--- config.mk ---
export PLATFORM = sky130hd
export DESIGN_NAME = mul_div_unit
export DESIGN_NICKNAME = d
export VERILOG_FILES = /design/src/rtl/mul_div_unit.sv
export SDC_FILE = /design/constraint.sdc
export NUM_CORES = 2
export LEC_CHECK = 0
export CAP_MARGIN = 20
export CORE_MARGIN = 1.5
export CORE_UTILIZATION = 25
export CTS_CLUSTER_SIZE = 14
export DETAILED_ROUTE_END_ITERATION = 16
export DONT_BUFFER_PORTS = 1
export GPL_TIMING_DRIVEN = 0
export SYNTH_ARGS = -nofsm -noshare
export SYNTH_HDL_FRONTEND = slang
export SYNTH_SLANG_ARGS = --single-unit
export TNS_END_PERCENT = 10
--- constraint.sdc ---
create_clock -name clk -period 7.3 [get_ports clk]
set_input_delay 1.46 -clock clk [delete_from_list [all_inputs] [get_ports clk]]
set_output_delay 1.46 -clock clk [all_outputs]
set_load 0.01 [all_outputs]
--- src/rtl/mul_div_unit.sv ---
// HI/LO multiply-divide unit: single-cycle-latency 32x32 multiply, 32-step restoring divide,
// MTHI/MTLO writes and combinational MFHI/MFLO reads, with cancel and synchronous reset.
module mul_div_unit (
    input  logic        clk,
    input  logic        rst,
    input  logic        req_valid,
    input  logic [5:0]  req_op,
    input  logic [31:0] req_in0,
    input  logic [31:0] req_in1,
    output logic        req_ready,
    input  logic        rd_req,
    input  logic        rd_sel,
    output logic        rd_valid,
    output logic [31:0] rd_data,
    input  logic        cancel,
    output logic        busy
);

    typedef enum logic [1:0] {
        ST_IDLE = 2'd0,
        ST_MUL  = 2'd1,
        ST_DIV  = 2'd2,
        ST_FIX  = 2'd3
    } state_t;

    localparam int OP_MULT  = 0;
    localparam int OP_MULTU = 1;
    localparam int OP_DIV   = 2;
    localparam int OP_DIVU  = 3;
    localparam int OP_MTHI  = 4;

    function automatic logic is_onehot6(input logic [5:0] v);
        return (v != 6'd0) && ((v & (v - 6'd1)) == 6'd0);
    endfunction

    function automatic logic [31:0] neg32(input logic [31:0] v);
        return (~v) + 32'd1;
    endfunction

    function automatic logic [31:0] abs32(input logic [31:0] v);
        return v[31] ? neg32(v) : v;
    endfunction

    function automatic logic [63:0] ext64(input logic [31:0] v, input logic sgn);
        return {{32{sgn & v[31]}}, v};
    endfunction

    state_t      state_r;
    state_t      state_next_s;
    logic [31:0] hi_r;
    logic [31:0] lo_r;
    logic [31:0] op0_r;
    logic [31:0] op1_r;
    logic [31:0] raw0_r;
    logic [31:0] rem_r;
    logic [4:0]  cnt_r;
    logic        mul_signed_r;
    logic        neg_quo_r;
    logic        neg_rem_r;

    logic        accept_s;
    logic        is_mul_s;
    logic        is_div_s;
    logic        div_signed_s;
    logic [63:0] prod_s;
    logic [32:0] rem_shift_s;
    logic [32:0] diff_s;
    logic [31:0] rem_step_s;
    logic [31:0] quo_step_s;
    logic [31:0] fix_hi_s;
    logic [31:0] fix_lo_s;
    logic        hi_we_s;
    logic        lo_we_s;
    logic [31:0] hi_nxt_s;
    logic [31:0] lo_nxt_s;

    assign req_ready    = (state_r == ST_IDLE);
    assign busy         = (state_r != ST_IDLE);
    assign rd_valid     = rd_req & req_ready;
    assign rd_data      = rd_sel ? hi_r : lo_r;

    assign accept_s     = req_valid & req_ready & ~cancel & is_onehot6(req_op);
    assign is_mul_s     = req_op[OP_MULT] | req_op[OP_MULTU];
    assign is_div_s     = req_op[OP_DIV] | req_op[OP_DIVU];
    assign div_signed_s = req_op[OP_DIV];
    // Low 64 bits of the product of sign- or zero-extended operands give the full product.
    assign prod_s       = ext64(op0_r, mul_signed_r) * ext64(op1_r, mul_signed_r);

    // One restoring shift-subtract step; op0_r doubles as the quotient shift register.
    always_comb begin
        rem_shift_s = {rem_r, op0_r[31]};
        diff_s      = rem_shift_s - {1'b0, op1_r};
        if (!diff_s[32]) begin
            rem_step_s = diff_s[31:0];
            quo_step_s = {op0_r[30:0], 1'b1};
        end else begin
            rem_step_s = rem_shift_s[31:0];
            quo_step_s = {op0_r[30:0], 1'b0};
        end
    end

    // Sign correction and divide-by-zero result applied in FIX.
    always_comb begin
        if (op1_r == 32'd0) begin
            fix_lo_s = 32'hFFFF_FFFF;
            fix_hi_s = raw0_r;
        end else begin
            fix_lo_s = neg_quo_r ? neg32(op0_r) : op0_r;
            fix_hi_s = neg_rem_r ? neg32(rem_r) : rem_r;
        end
    end

    // Next-state and HI/LO write selection.
    always_comb begin
        state_next_s = state_r;
        hi_we_s      = 1'b0;
        lo_we_s      = 1'b0;
        hi_nxt_s     = hi_r;
        lo_nxt_s     = lo_r;
        case (state_r)
            ST_IDLE: begin
                if (accept_s) begin
                    if (is_mul_s) begin
                        state_next_s = ST_MUL;
                    end else if (is_div_s) begin
                        state_next_s = ST_DIV;
                    end else if (req_op[OP_MTHI]) begin
                        hi_we_s  = 1'b1;
                        hi_nxt_s = req_in0;
                    end else begin
                        lo_we_s  = 1'b1;
                        lo_nxt_s = req_in0;
                    end
                end else begin
                    state_next_s = ST_IDLE;
                end
            end
            ST_MUL: begin
                state_next_s = ST_IDLE;
                if (!cancel) begin
                    hi_we_s  = 1'b1;
                    lo_we_s  = 1'b1;
                    hi_nxt_s = prod_s[63:32];
                    lo_nxt_s = prod_s[31:0];
                end else begin
                    hi_we_s  = 1'b0;
                end
            end
            ST_DIV: begin
                if (cancel) begin
                    state_next_s = ST_IDLE;
                end else if (cnt_r == 5'd31) begin
                    state_next_s = ST_FIX;
                end else begin
                    state_next_s = ST_DIV;
                end
            end
            ST_FIX: begin
                state_next_s = ST_IDLE;
                if (!cancel) begin
                    hi_we_s  = 1'b1;
                    lo_we_s  = 1'b1;
                    hi_nxt_s = fix_hi_s;
                    lo_nxt_s = fix_lo_s;
                end else begin
                    hi_we_s  = 1'b0;
                end
            end
            default: begin
                state_next_s = ST_IDLE;
            end
        endcase
    end

    // State register.
    always_ff @(posedge clk) begin
        if (rst) begin
            state_r <= ST_IDLE;
        end else begin
            state_r <= state_next_s;
        end
    end

    // HI/LO architectural registers.
    always_ff @(posedge clk) begin
        if (rst) begin
            hi_r <= 32'd0;
            lo_r <= 32'd0;
        end else begin
            if (hi_we_s) begin
                hi_r <= hi_nxt_s;
            end
            if (lo_we_s) begin
                lo_r <= lo_nxt_s;
            end
        end
    end

    // Operand capture and divide iteration.
    always_ff @(posedge clk) begin
        if (rst) begin
            op0_r        <= 32'd0;
            op1_r        <= 32'd0;
            raw0_r       <= 32'd0;
            rem_r        <= 32'd0;
            cnt_r        <= 5'd0;
            mul_signed_r <= 1'b0;
            neg_quo_r    <= 1'b0;
            neg_rem_r    <= 1'b0;
        end else begin
            case (state_r)
                ST_IDLE: begin
                    if (accept_s && is_mul_s) begin
                        op0_r        <= req_in0;
                        op1_r        <= req_in1;
                        mul_signed_r <= req_op[OP_MULT];
                    end else if (accept_s && is_div_s) begin
                        op0_r     <= div_signed_s ? abs32(req_in0) : req_in0;
                        op1_r     <= div_signed_s ? abs32(req_in1) : req_in1;
                        raw0_r    <= req_in0;
                        rem_r     <= 32'd0;
                        cnt_r     <= 5'd0;
                        neg_quo_r <= div_signed_s & (req_in0[31] ^ req_in1[31]);
                        neg_rem_r <= div_signed_s & req_in0[31];
                    end
                end
                ST_DIV: begin
                    if (!cancel) begin
                        op0_r <= quo_step_s;
                        rem_r <= rem_step_s;
                        cnt_r <= cnt_r + 5'd1;
                    end
                end
                default: begin
                end
            endcase
        end
    end

endmodule
# Word-level counts from Yosys, hierarchy flattened
# Index checks and enable logic that the tools add are counted.
[totals]
inputBits = 76
ff_bits = 202
out_inout_bits = 35
[op_classes]
n_addsub = 7
n_eq_ne = 16
bitwise = 18
mul = 1
reduce_logical = 19
muxes = 56
[op_table]
columns = ["operator", "count"]
rows = [
  ["$mux 32", 30],
  ["$pmux 32 s3", 2],
  ["$add 32x1->32 const B", 4],
  ["$not 32->32", 4],
  ["$pmux 32 s2", 2],
  ["$mul 33x33->64", 1],
  ["$sub 33x32->33", 1],
  ["$logic_not 32->1", 1],
  ["$ne 2x2->1 const B", 8],
  ["$reduce_and 8->1", 2],
  ["$mux 5", 3],
  ["$mux 1", 11],
  ["$pmux 5 s2", 1],
  ["$and 1x1->1", 8],
  ["$mux 2", 4],
  ["$and 6x6->6", 1],
  ["$logic_not 6->1", 1],
  ["$pmux 2 s3", 1],
  ["$reduce_and 3->1", 2],
  ["$reduce_bool 2->1", 3],
  ["$reduce_bool 6->1", 1],
  ["$sub 6x1->6 const B", 1],
  ["$add 5x1->5 const B", 1],
  ["$eq 5x5->1 const B", 1],
  ["other kinds (15)", 23],
]

# Logic depth before layout (Yosys ltp)
[logic_depth]
depth_word = 9
ltp_mapped = 31
depth_no_buf = 28

# Worst setup path after synthesis
# No wires, ideal clock.
[synth_timing]
path_type = "register to register"
from = "register op0_r[31]"
to = "register hi_r[31]"
period_less_slack_ns = 7.973
n_path_buf = 1
stages_incl_launch_ff = 28
setup_ns = 0.058
slack_ns = -0.673
arrival_ns = 7.914
cell_sequence = "dfxtp_1 -> and2_1 -> clkbuf_1 -> nand2_1 -> inv_1 -> fa_1 -> inv_1 -> fa_1 -> inv_1 -> fa_1 -> fa_1 -> inv_1 -> fa_1 -> inv_1 -> fa_1 -> inv_1 -> fa_1 -> fa_1 -> inv_1 -> ha_1 -> inv_1 -> nor2_1 -> nand2_1 -> or3_1 -> a211o_1 -> or3_1 -> a21oi_1 -> o221a_2"
[synth_between]
elab_chain_len = 4
[synth_lines]
columns = ["element", "line_no", "source"]
rows = [
  ["start, declared", "52", "logic [31:0] op0_r;"],
  ["start signal, assigned", "214", "op0_r <= req_in0;"],
  ["start signal, assigned", "218", "op0_r <= div_signed_s ? abs32(req_in0) : req_in0;"],
  ["start signal, assigned", "229", "op0_r <= quo_step_s;"],
  ["$and 1x1->1", "45", "return {{32{sgn & v[31]}}, v};"],
  ["$mul 33x33->64 (*)", "87", "assign prod_s = ext64(op0_r, mul_signed_r) * ext64(op1_r, mul_signed_r);"],
  ["$mux 32 (*)", "140", "if (!cancel) begin"],
  ["$pmux 32 s3 (*)", "120", "case (state_r)"],
  ["end signal, assigned", "191", "hi_r <= hi_nxt_s;"],
  ["end, declared", "50", "logic [31:0] hi_r;"],
]
# Mark *: on every way between the ends. The rest lies on a longest branch, timed or not. The select of a mux whose other input is x is not followed.
# A chain may end at the register's enable or synchronous reset.

# Worst setup path in the final report
[layout_timing]
from = "register op0_r[25]"
to = "register hi_r[28]"
[layout_between]
elab_chain_len = 3
[layout_lines]
columns = ["element", "line_no"]
rows = [
  ["$mul 33x33->64", "87"],
  ["$mux 32", "140"],
  ["$pmux 32 s3", "120"],
]
# Every way passes these cells. The select of a mux whose other input is x is not followed.

==> results.md <==
- Fin crit share: 114%
- Worst Tran Pin Value: 1310 ps
- Share of layout cells above drive strength 1: 12.6%
- Routability cong.: 1.03
- Clock buffer depth: 3
- Top-count cell post-synth: inv_1
- Worst Path Arrival: 8850 ps
- Yosys top cell area share: 43.7%
- Largest net degree at the start of global routing: 25
- Worst Setup Start Kind: flip-flop
- Top Usage Layer GRT: met2
- Clock Sink Count: 202
- Layout Skew: 32.8 ps
- PortBufs: 0
- Final setup vio count: 41
- Area after DPL: 55400 µm²
- Delay of the slowest critical-path stage: 590 ps
- P&R area growth vs syn: 17.4%
- Clk slew on worst S/H paths: 80 ps
- Die area: 209000 µm²
- Failing checks: negative setup slack
- Die span in y: 457 µm
- Yosys reg bits: 202
- Remaining routing DRC violations: 0
- # Max-Cap Violations: 0
- Via/cell ratio: 5.06
- Clk Latency, worst-skew pair: 630 ps
- Vias: 45000
- Initial Util: 25.2%
- Number of top-level pins: 111
- Kind of critical path: reg2reg
- Pwr per Cell Area: 53.2 nW/µm²
- Worst setup EP type: flip-flop
- Syn. warnings: 0
- H-tree levels: 1
- Pleak: 27.2 nW
- Antenna-violating nets left: 0
- Drt total wl: 236 mm
- Post-synth EDFFs: 0
- Chip width: 457 µm
- Count of cell types in the netlist: 95
- First-iteration detailed-routing DRC count: 4602
- First-pass GRT wire length: 336 mm
- Worst path most repeated cell: fa_1
- Commonest register cell after synthesis: dfxtp_1
- Critical path cell sequence: clkbuf_8, clkbuf_16, nand2_1, fa_1, fa_1, inv_1, fa_1, fa_1, fa_1, fa_1, fa_1, inv_1, fa_1, inv_1, ha_4, and3_4, nand4_1, a311o_2, a211oi_4, o21ai_2, o211ai_1, xor2_2, a21oi_2, nor3_2
- Final WS setup: -1020 ps
- Total Nets Final: 7642
- First-pass detailed-route iteration total: 9
- Slew Limit Headroom: 12.9%
- Hold Fails Final Rpt: 0
- Met1 usage: 27.1%
- Worst-path fanout max: 10
- Post-Syn Area: 51600 µm²
- Status: finished with violations
- Synth top area cells: fa_1 44%, inv_1 8.6%, dfxtp_1 7.8%
- Cell accounting for the most synthesized area: fa_1
- Tot GR Track Use: 22.3%
- Vias in the first global route: 46200
- Root Driver: clkbuf_16
- Slowest cell on crit path: fa_1
- Met2 global-route usage: 34.8%
- Share of synthesized registers carrying an async set or reset: 0%
- Num CTS Buffers: 24
- Fmax: 120 MHz
- Critical Path RT: 7830 ps
- Register area share after synthesis: 7.83%
- Core area: 205000 µm²
- Synth cell count leaders: 1185 x inv_1, 1126 x fa_1, 930 x nand2_1
- Worst Min Path Start: hi_r[16]$_SDFFE_PP0P_
- Period minus WS final: 8320 ps
- R2R Path Start: op0_r[25]$_SDFFE_PP0P_
- Worst IR drop on VDD: 157 µV
- Post-Syn Nets: 7501
- Synth Instances: 6048
- Wirelength per Cell: 26.5 µm
- Placed Cells incl. Taps: 8752
- Syn_area_per_cell: 8.54 µm²
- Setup repair after global routing missed its margin: true
- Hold crit path type: reg2reg
- GRT met3 Usage: 4.47%
- Antenna violations before repair: 17
- # rows: 166
- TritonCTS clock tree: yes
- Sum Neg Setup Slack: -27470 ps
- HPWL Detailed: 193 mm
- Gr ovfl total: 0
- Finished Cell Area: 60600 µm²
- Critical Path Start: op0_r[25]$_SDFFE_PP0P_
- Post-Layout Cell Count: 8901
- Slew Viols, Final: 0
-- state kept, by name, summed over array words and instances (netlist names) --
name / flops
op0_r: 32
neg_rem_r: 1
state_r: 2
mul_signed_r: 1
raw0_r: 32
neg_quo_r: 1
cnt_r: 5
rem_r: 32
op1_r: 32
lo_r: 32
hi_r: 32
-- final cells by class --
| type | instances | area (µm²) |
|---|---|---|
| Buffer | 341 | 3130 |
| Fill cell | 21600 | 144000 |
| Multi-Input combinational cell | 4272 | 43000 |
| Timing Repair Buffer | 160 | 1490 |
| Sequential cell | 202 | 4200 |
| Clock buffer | 31 | 677 |
| Inverter | 1188 | 4500 |
| Clock inverter | 11 | 174 |
| Antenna cell | 8 | 20.0 |
| Tap cell | 2688 | 3360 |
-- worst max-delay path: cells and delay by family (launching register included) --
family          cells  cell delay, ps
simple gates        4             720
buf+inv             5             660
flops               1             400
compound gates      5            1460
fa+ha+maj           9            4620
xor+xnor            1             330
-- logic make-up (layout without fill, tap and decap cells) --
logic type	after synthesis	after routing	synth area share [%]
and+or+nand+nor	1859	1859	16.3
other	0	8	0
xor gates and xnor gates	208	208	3.53
AOI/OAI and AO/OA	753	753	9.53
DFF	202	202	7.83
adders and majority gates	1378	1378	49.8
muxes	74	74	1.51
buffers and inverters	1574	1731	11.5
-- repair_timing --
action	CTS	global route
hold buffers	0	0
pin swaps	70	67
endpoints found under the hold margin	0	0
buffers inserted	101	42
setup endpoints to repair	52	48
resized for setup	743	167
-- worst paths after layout --
path / end / slack [ps] / cells after the start
min: hi_r[16]$_SDFFE_PP0P_ / 460 / 2
max reg2reg: hi_r[28]$_SDFFE_PP0P_ / -1020 / 24
min reg2reg: hi_r[16]$_SDFFE_PP0P_ / 460 / 2
max: hi_r[28]$_SDFFE_PP0P_ / -1020 / 24
-- layer usage --
metal | share of wire (%) | up-vias
met3 | 8.8 | 715
li1 | - | 18800
met5 | 0.017 | -
met4 | 9.6 | 6
met1 | 37 | 23100
met2 | 44 | 2405
-- per-stage QoR --
stage               hold WS (ps)  setup slack [ps]  total power [W]  utilization, %
finish                       459             -1020          0.00322            29.6
global route                 466             -1100          0.00329            29.6
CTS                          453              -968          0.00320            29.1
detailed placement           444             -3250          0.00181            27.0
global placement             439             -3270          0.00180            26.9
floorplan                    419              -122          0.00153               -
-- cell usage in the layout, fill, tap and decap left out, drive strengths merged, types with 90 or more instances in the layout --
cell type,netlist,final
and2,310,310
ha,251,251
a211oi,90,90
nand2,932,932
a21oi,226,226
buf,56,229
xor2,101,101
clkbuf,330,303
dfxtp,202,202
nor2,343,343
inv,1186,1181
fa,1126,1126
xnor2,107,107
o21ai,172,172
-- power breakdown --
group / switching [W] / internal [W]
clock network: 0.000601 / 0.000768
logic: 0.000494 / 0.000236
registers: 0.0000250 / 0.00110
(Power assumes the default switching activity.)
